==> config.mk <==
export PLATFORM = sky130hd
export DESIGN_NAME = fifo_rd_serializer_flat
export DESIGN_NICKNAME = d
export VERILOG_FILES = /design/src/rtl/fifo_rd_serializer_pkg.sv /design/src/rtl/fifo_rd_serializer_if.sv /design/src/rtl/fifo_rd_serializer.sv /design/src/flat_wrapper.sv
export SDC_FILE = /design/constraint.sdc
export NUM_CORES = 1
export LEC_CHECK = 0
export CAP_MARGIN = 15
export CORE_UTILIZATION = 48
export DETAILED_ROUTE_END_ITERATION = 7
export PLACE_DENSITY = 0.83
export SLEW_MARGIN = 20
export SYNTH_ARGS = -nofsm -noshare
export SYNTH_HDL_FRONTEND = slang
export SYNTH_SLANG_ARGS = --single-unit
==> constraint.sdc <==
create_clock -name clk -period 1.9 [get_ports clk]
set_clock_uncertainty 0.2 [all_clocks]
set_input_delay 0.475 -clock clk [delete_from_list [all_inputs] [get_ports clk]]
set_output_delay 0.475 -clock clk [all_outputs]
set_load 0.01 [all_outputs]
==> src/rtl/fifo_rd_serializer_pkg.sv <==
// Shared types for the FIFO pop-side serializer.
// Optional out_last_o port is enabled by defining FIFO_RD_LAST_EN.
package fifo_rd_pkg;
  typedef enum logic {IDLE, SEND} fifo_rd_state_t;
endpackage

==> src/rtl/fifo_rd_serializer_if.sv <==
// FIFO pop port plus narrow valid/ready beat stream for fifo_rd_serializer.
// out_last_o exists only when FIFO_RD_LAST_EN is defined.
interface fifo_rd_serializer_if #(
  parameter int DATA_W = 16,
  parameter int OUT_W  = 4
);
  logic              empty_i;
  logic [DATA_W-1:0] pop_data_i;
  logic              pop_o;
  logic              out_valid_o;
  logic              out_ready_i;
  logic [OUT_W-1:0]  out_data_o;
  logic              busy_o;
`ifdef FIFO_RD_LAST_EN
  logic              out_last_o;

  modport master (input empty_i, pop_data_i, out_ready_i,
                  output pop_o, out_valid_o, out_data_o, busy_o, out_last_o);
  modport slave  (output empty_i, pop_data_i, out_ready_i,
                  input pop_o, out_valid_o, out_data_o, busy_o, out_last_o);
`else
  modport master (input empty_i, pop_data_i, out_ready_i,
                  output pop_o, out_valid_o, out_data_o, busy_o);
  modport slave  (output empty_i, pop_data_i, out_ready_i,
                  input pop_o, out_valid_o, out_data_o, busy_o);
`endif
endinterface

==> src/rtl/fifo_rd_serializer.sv <==
// Pops DATA_W words from a fall-through FIFO and streams them as OUT_W beats, LSB first.
// Define FIFO_RD_LAST_EN to drive out_last_o on the final beat of each word.
module fifo_rd_serializer
  import fifo_rd_pkg::*;
#(
  parameter int DATA_W = 16,
  parameter int OUT_W  = 4
) (
  input  logic                clk,
  input  logic                reset_n,
  fifo_rd_serializer_if.master bus
);
  localparam int RATIO = DATA_W / OUT_W;
  localparam int BW    = (RATIO > 1) ? $clog2(RATIO) : 1;
  localparam logic [BW-1:0] LAST_BEAT = BW'(RATIO - 1);

  if (DATA_W % OUT_W != 0) begin : g_bad_ratio
    $fatal(1, "fifo_rd_serializer: DATA_W must be a multiple of OUT_W");
  end

  fifo_rd_state_t    r_state;
  logic [BW-1:0]     r_beat;
  logic [DATA_W-1:0] r_word;

  logic w_hs, w_last, w_pop;

  assign w_hs   = bus.out_valid_o && bus.out_ready_i;
  assign w_last = (r_beat == LAST_BEAT);
  // Reload on the last-beat handshake keeps the stream bubble-free across words.
  assign w_pop  = !bus.empty_i && ((r_state == IDLE) || (w_hs && w_last));

  assign bus.pop_o       = w_pop;
  assign bus.out_valid_o = (r_state == SEND);
  assign bus.busy_o      = (r_state == SEND);
  assign bus.out_data_o  = r_word[OUT_W-1:0];
`ifdef FIFO_RD_LAST_EN
  assign bus.out_last_o  = (r_state == SEND) && w_last;
`endif

  always_ff @(posedge clk or negedge reset_n) begin
    if (!reset_n) begin
      r_state <= IDLE;
      r_beat  <= '0;
      r_word  <= '0;
    end else begin
      case (r_state)
        IDLE: begin
          if (w_pop) begin
            r_word  <= bus.pop_data_i;
            r_beat  <= '0;
            r_state <= SEND;
          end
        end
        SEND: begin
          if (w_hs) begin
            if (w_last) begin
              r_beat <= '0;
              if (w_pop) begin
                r_word <= bus.pop_data_i;
              end else begin
                r_word  <= r_word >> OUT_W;
                r_state <= IDLE;
              end
            end else begin
              r_word <= r_word >> OUT_W;
              r_beat <= r_beat + BW'(1);
            end
          end
        end
        default: r_state <= IDLE;
      endcase
    end
  end
endmodule
==> src/flat_wrapper.sv <==
// flat-port wrapper written by rule: the top's interface ports become plain ports
module fifo_rd_serializer_flat import fifo_rd_pkg::*;
#(
  parameter int DATA_W = 16,
  parameter int OUT_W  = 4
)
  (clk, reset_n, bus_empty_i, bus_pop_data_i, bus_out_ready_i, bus_pop_o, bus_out_valid_o, bus_out_data_o, bus_busy_o);
  fifo_rd_serializer_if #(.DATA_W(DATA_W), .OUT_W(OUT_W)) bus_i ();
  input  logic clk;
  input  logic reset_n;
  input wire logic [$bits(bus_i.empty_i)-1:0] bus_empty_i;
  input wire logic [$bits(bus_i.pop_data_i)-1:0] bus_pop_data_i;
  input wire logic [$bits(bus_i.out_ready_i)-1:0] bus_out_ready_i;
  output wire logic [$bits(bus_i.pop_o)-1:0] bus_pop_o;
  output wire logic [$bits(bus_i.out_valid_o)-1:0] bus_out_valid_o;
  output wire logic [$bits(bus_i.out_data_o)-1:0] bus_out_data_o;
  output wire logic [$bits(bus_i.busy_o)-1:0] bus_busy_o;
  assign bus_i.empty_i = bus_empty_i;
  assign bus_i.pop_data_i = bus_pop_data_i;
  assign bus_i.out_ready_i = bus_out_ready_i;
  assign bus_pop_o = bus_i.pop_o;
  assign bus_out_valid_o = bus_i.out_valid_o;
  assign bus_out_data_o = bus_i.out_data_o;
  assign bus_busy_o = bus_i.busy_o;
  fifo_rd_serializer #(.DATA_W(DATA_W), .OUT_W(OUT_W)) u_core (.clk(clk), .reset_n(reset_n), .bus(bus_i));
endmodule
==> out/results.ini, run 1 <==
[run]
drv_cap = 0

[drt]
ant_nets = 0
dr.pass1.iters = 5
dr_total_vias = 1005
via_per_inst = 5.81
wl_um = 2560
wire_per_inst_um = 14.8
drc_errors = 0
drtIter0Drc = 34

[logic_synthesis]
yosysTopAreaCell = dfrtp_1
synth_top_area_share_pct = 43.2
syn_area_per_cell_um2 = 9.74
synth.cell_area_um2 = 1100
syn_inst = 113
ys_ff_latch = 19
ys_async_sr_fraction_pct = 100
ys_warn_count = 0
synth-main-ff-cell = dfrtp_1
synthTopCellsByArea = dfrtp_1 (43%), buf_4 (7.5%), nand3_1 (7.3%)
synth_top_cells_by_count = dfrtp_1 (19), nand3_1 (16), nand4_1 (12)
ys_types = 23
synth_fp_nets = 134
yosysMostFrequentCell = dfrtp_1
seq_area_frac_synth_pct = 43.2
synth_edf_count = 0

[sta]
timing.final.crit_share_pct = 99.9
setup_slack_ps = 2.45
fin_crit_ps = 1900
hold_viol = 0
drv_slew = 0
tightest_slew_ps = 473
grt_setup_unrepaired = yes
fin_setup_tns_ps = 0
setup_viol = 0
hold_slack_ps = 305
slew_headroom_pct = 68.3
fmax_mhz = 527

[clock_network]
cts_root_buf = clkbuf_4
cts_inserted_buffers = 3
h-tree-depth = 1
cts_num_sinks = 19
clk_pin_slew_ps = 110
cts_tree = done
postCtsHoldBufs = 0
clock_latency_ps = 290
clockBufferDepth = 2

[layout]
seq_area_um2 = 475
final_util_pct = 71.7
diodes = 0
drive_above_1_share_pct = 25.3
num-fill-cells = 158
nets = 168
syn_to_final_growth_pct = 34.2
multi_input_area_um2 = 509

[placed_design]
routabilityCongestion = 0.764
pre_cts_ws_ps = -480
numPortBuffers = 26
dp_hpwl_um = 1720

[power_and_ir_drop]
powerDensity_nw_per_um2 = 1080
power_mw = 1.60
cellLeakagePower_nw = 0.699
peakVddDrop_mv = 0.590

[setup_path]
reg2reg_from = u_core.bus.busy_o$_DFF_PN0_
required_ps = 1220
cp_max_fo = 3
cp.arrival_ps = 1220
startpoint = bus_empty_i
cp-start-kind = input port
crit_type = input port to output port
worst_setup_path_end_kind = output port

[floorplan]
fp.dieArea_um2 = 2490
start_util_pct = 53.4
die_h_um = 49.9
ios = 27
die_x_um = 49.9
row_count = 16
coreArea_um2 = 2060

[global_route]
grt_antenna_before_repair = 0
grt.overflow.total = 0
grt_pass1_vias = 907
grt.total_usage_pct = 22.4
grt_pass1_wl_um = 4200
grt_max_degree = 20

[run_status]
outcome = completed

[hold_path]
hp-class = input port to asynchronous set/reset pin

[cells by family (layout without fill, tap and decap cells)]
| logic type | after synthesis | in the layout | share of synthesized area [%] |
|---|---|---|---|
| buffers and inverters | 19 | 52 | 11.8 |
| AO/OA/AOI/OAI | 31 | 31 | 20.9 |
| AND/OR/NAND/NOR | 41 | 41 | 21.1 |
| multiplexers | 2 | 2 | 1.82 |
| adder cells (fa/ha/maj) | 1 | 1 | 1.14 |
| flip-flops | 19 | 19 | 43.2 |
[per-layer routing]
| metal | vias to the layer above | part of all wire, % | GRT usage (%) |
|---|---|---|---|
| li1 | 487 | - | - |
| met1 | 477 | 45 | 30.2 |
| met2 | 37 | 49 | 36.3 |
| met3 | 4 | 4.9 | 3.70 |
| met4 | 0 | 0.98 | 7.14 |
| met5 | - | 0 | 0 |
[power breakdown]
part	internal, mW	switching (mW)
clock network	0.0816	0.122
logic	0.400	0.351
registers	0.558	0.0885
[state kept, by name, indices dropped and copies added, names as in the netlist]
name               cells
u_core.r_beat          2
u_core.bus.busy_o      1
u_core.r_word         16
[path summary, 6_finish.rpt]
path | end | slack (ps) | cells past startpoint
setup reg to reg | u_core.r_word[5]$_DFFE_PN0P_ | 280 | 5
hold / removal | u_core.r_word[4]$_DFFE_PN0P_ | 310 | 2
hold reg to reg | u_core.r_word[13]$_DFFE_PN0P_ | 310 | 1
min in group clk | u_core.r_word[13]$_DFFE_PN0P_ | 310 | 1
max in group asynchronous | u_core.r_word[14]$_DFFE_PN0P_ | 990 | 2
setup / recovery | bus_pop_o | 2 | 3
[cells in the final DEF (no fill, tap or decap)]
master            n
a21oi_2           1
and2_1            1
buf_12            1
buf_2             1
buf_4            20
clkbuf_1          1
clkbuf_4          3
clkdlybuf4s50_1  19
dfrtp_1          19
dlygate4sd2_1     3
dlymetal6s2s_1    3
ha_2              1
inv_1             1
mux2i_1           2
nand2_1           5
nand2_2           1
nand2b_1          2
nand3_1          16
nand3b_4          1
nand4_1          12
nor2_1            1
nor2b_2           2
o211ai_1          6
o211ai_2          6
o21ai_0          11
o21ai_1           3
o2bb2ai_1         4
[critical path: stages]
cell and delay (ps):
clkdlybuf4s50_1 460, a21oi_2 140, buf_2 150
[final cells by class]
class	instances	share of cell area [%]
clock buffer	4	1.78
inverter	1	0.254
multi-input combinational	75	34.5
sequential	19	32.2
tap	27	2.29
timing repair buffer	47	29.0
[per-stage QoR]
stage	cell area, µm²	std cells
2_1_floorplan	1100	113
3_3_place_gp	1410	165
6_report	1480	173
3_5_place_dp	1410	165
5_1_grt	1480	173
4_1_cts	1450	171
[repair_timing]
item	in CTS	in global routing
pin swaps	2	3
endpoints found under the hold margin	0	0
endpoints found under the setup margin	15	4
resized for setup	9	6
buffers inserted	2	2
Power figures use the tool's default switching activity.
==> run 2, diff against run 1 <==
CAP_MARGIN = 20   (was 15)
==> results of run 2 <==
No change in the layout: final DEF, timing and power equal those of run 1.
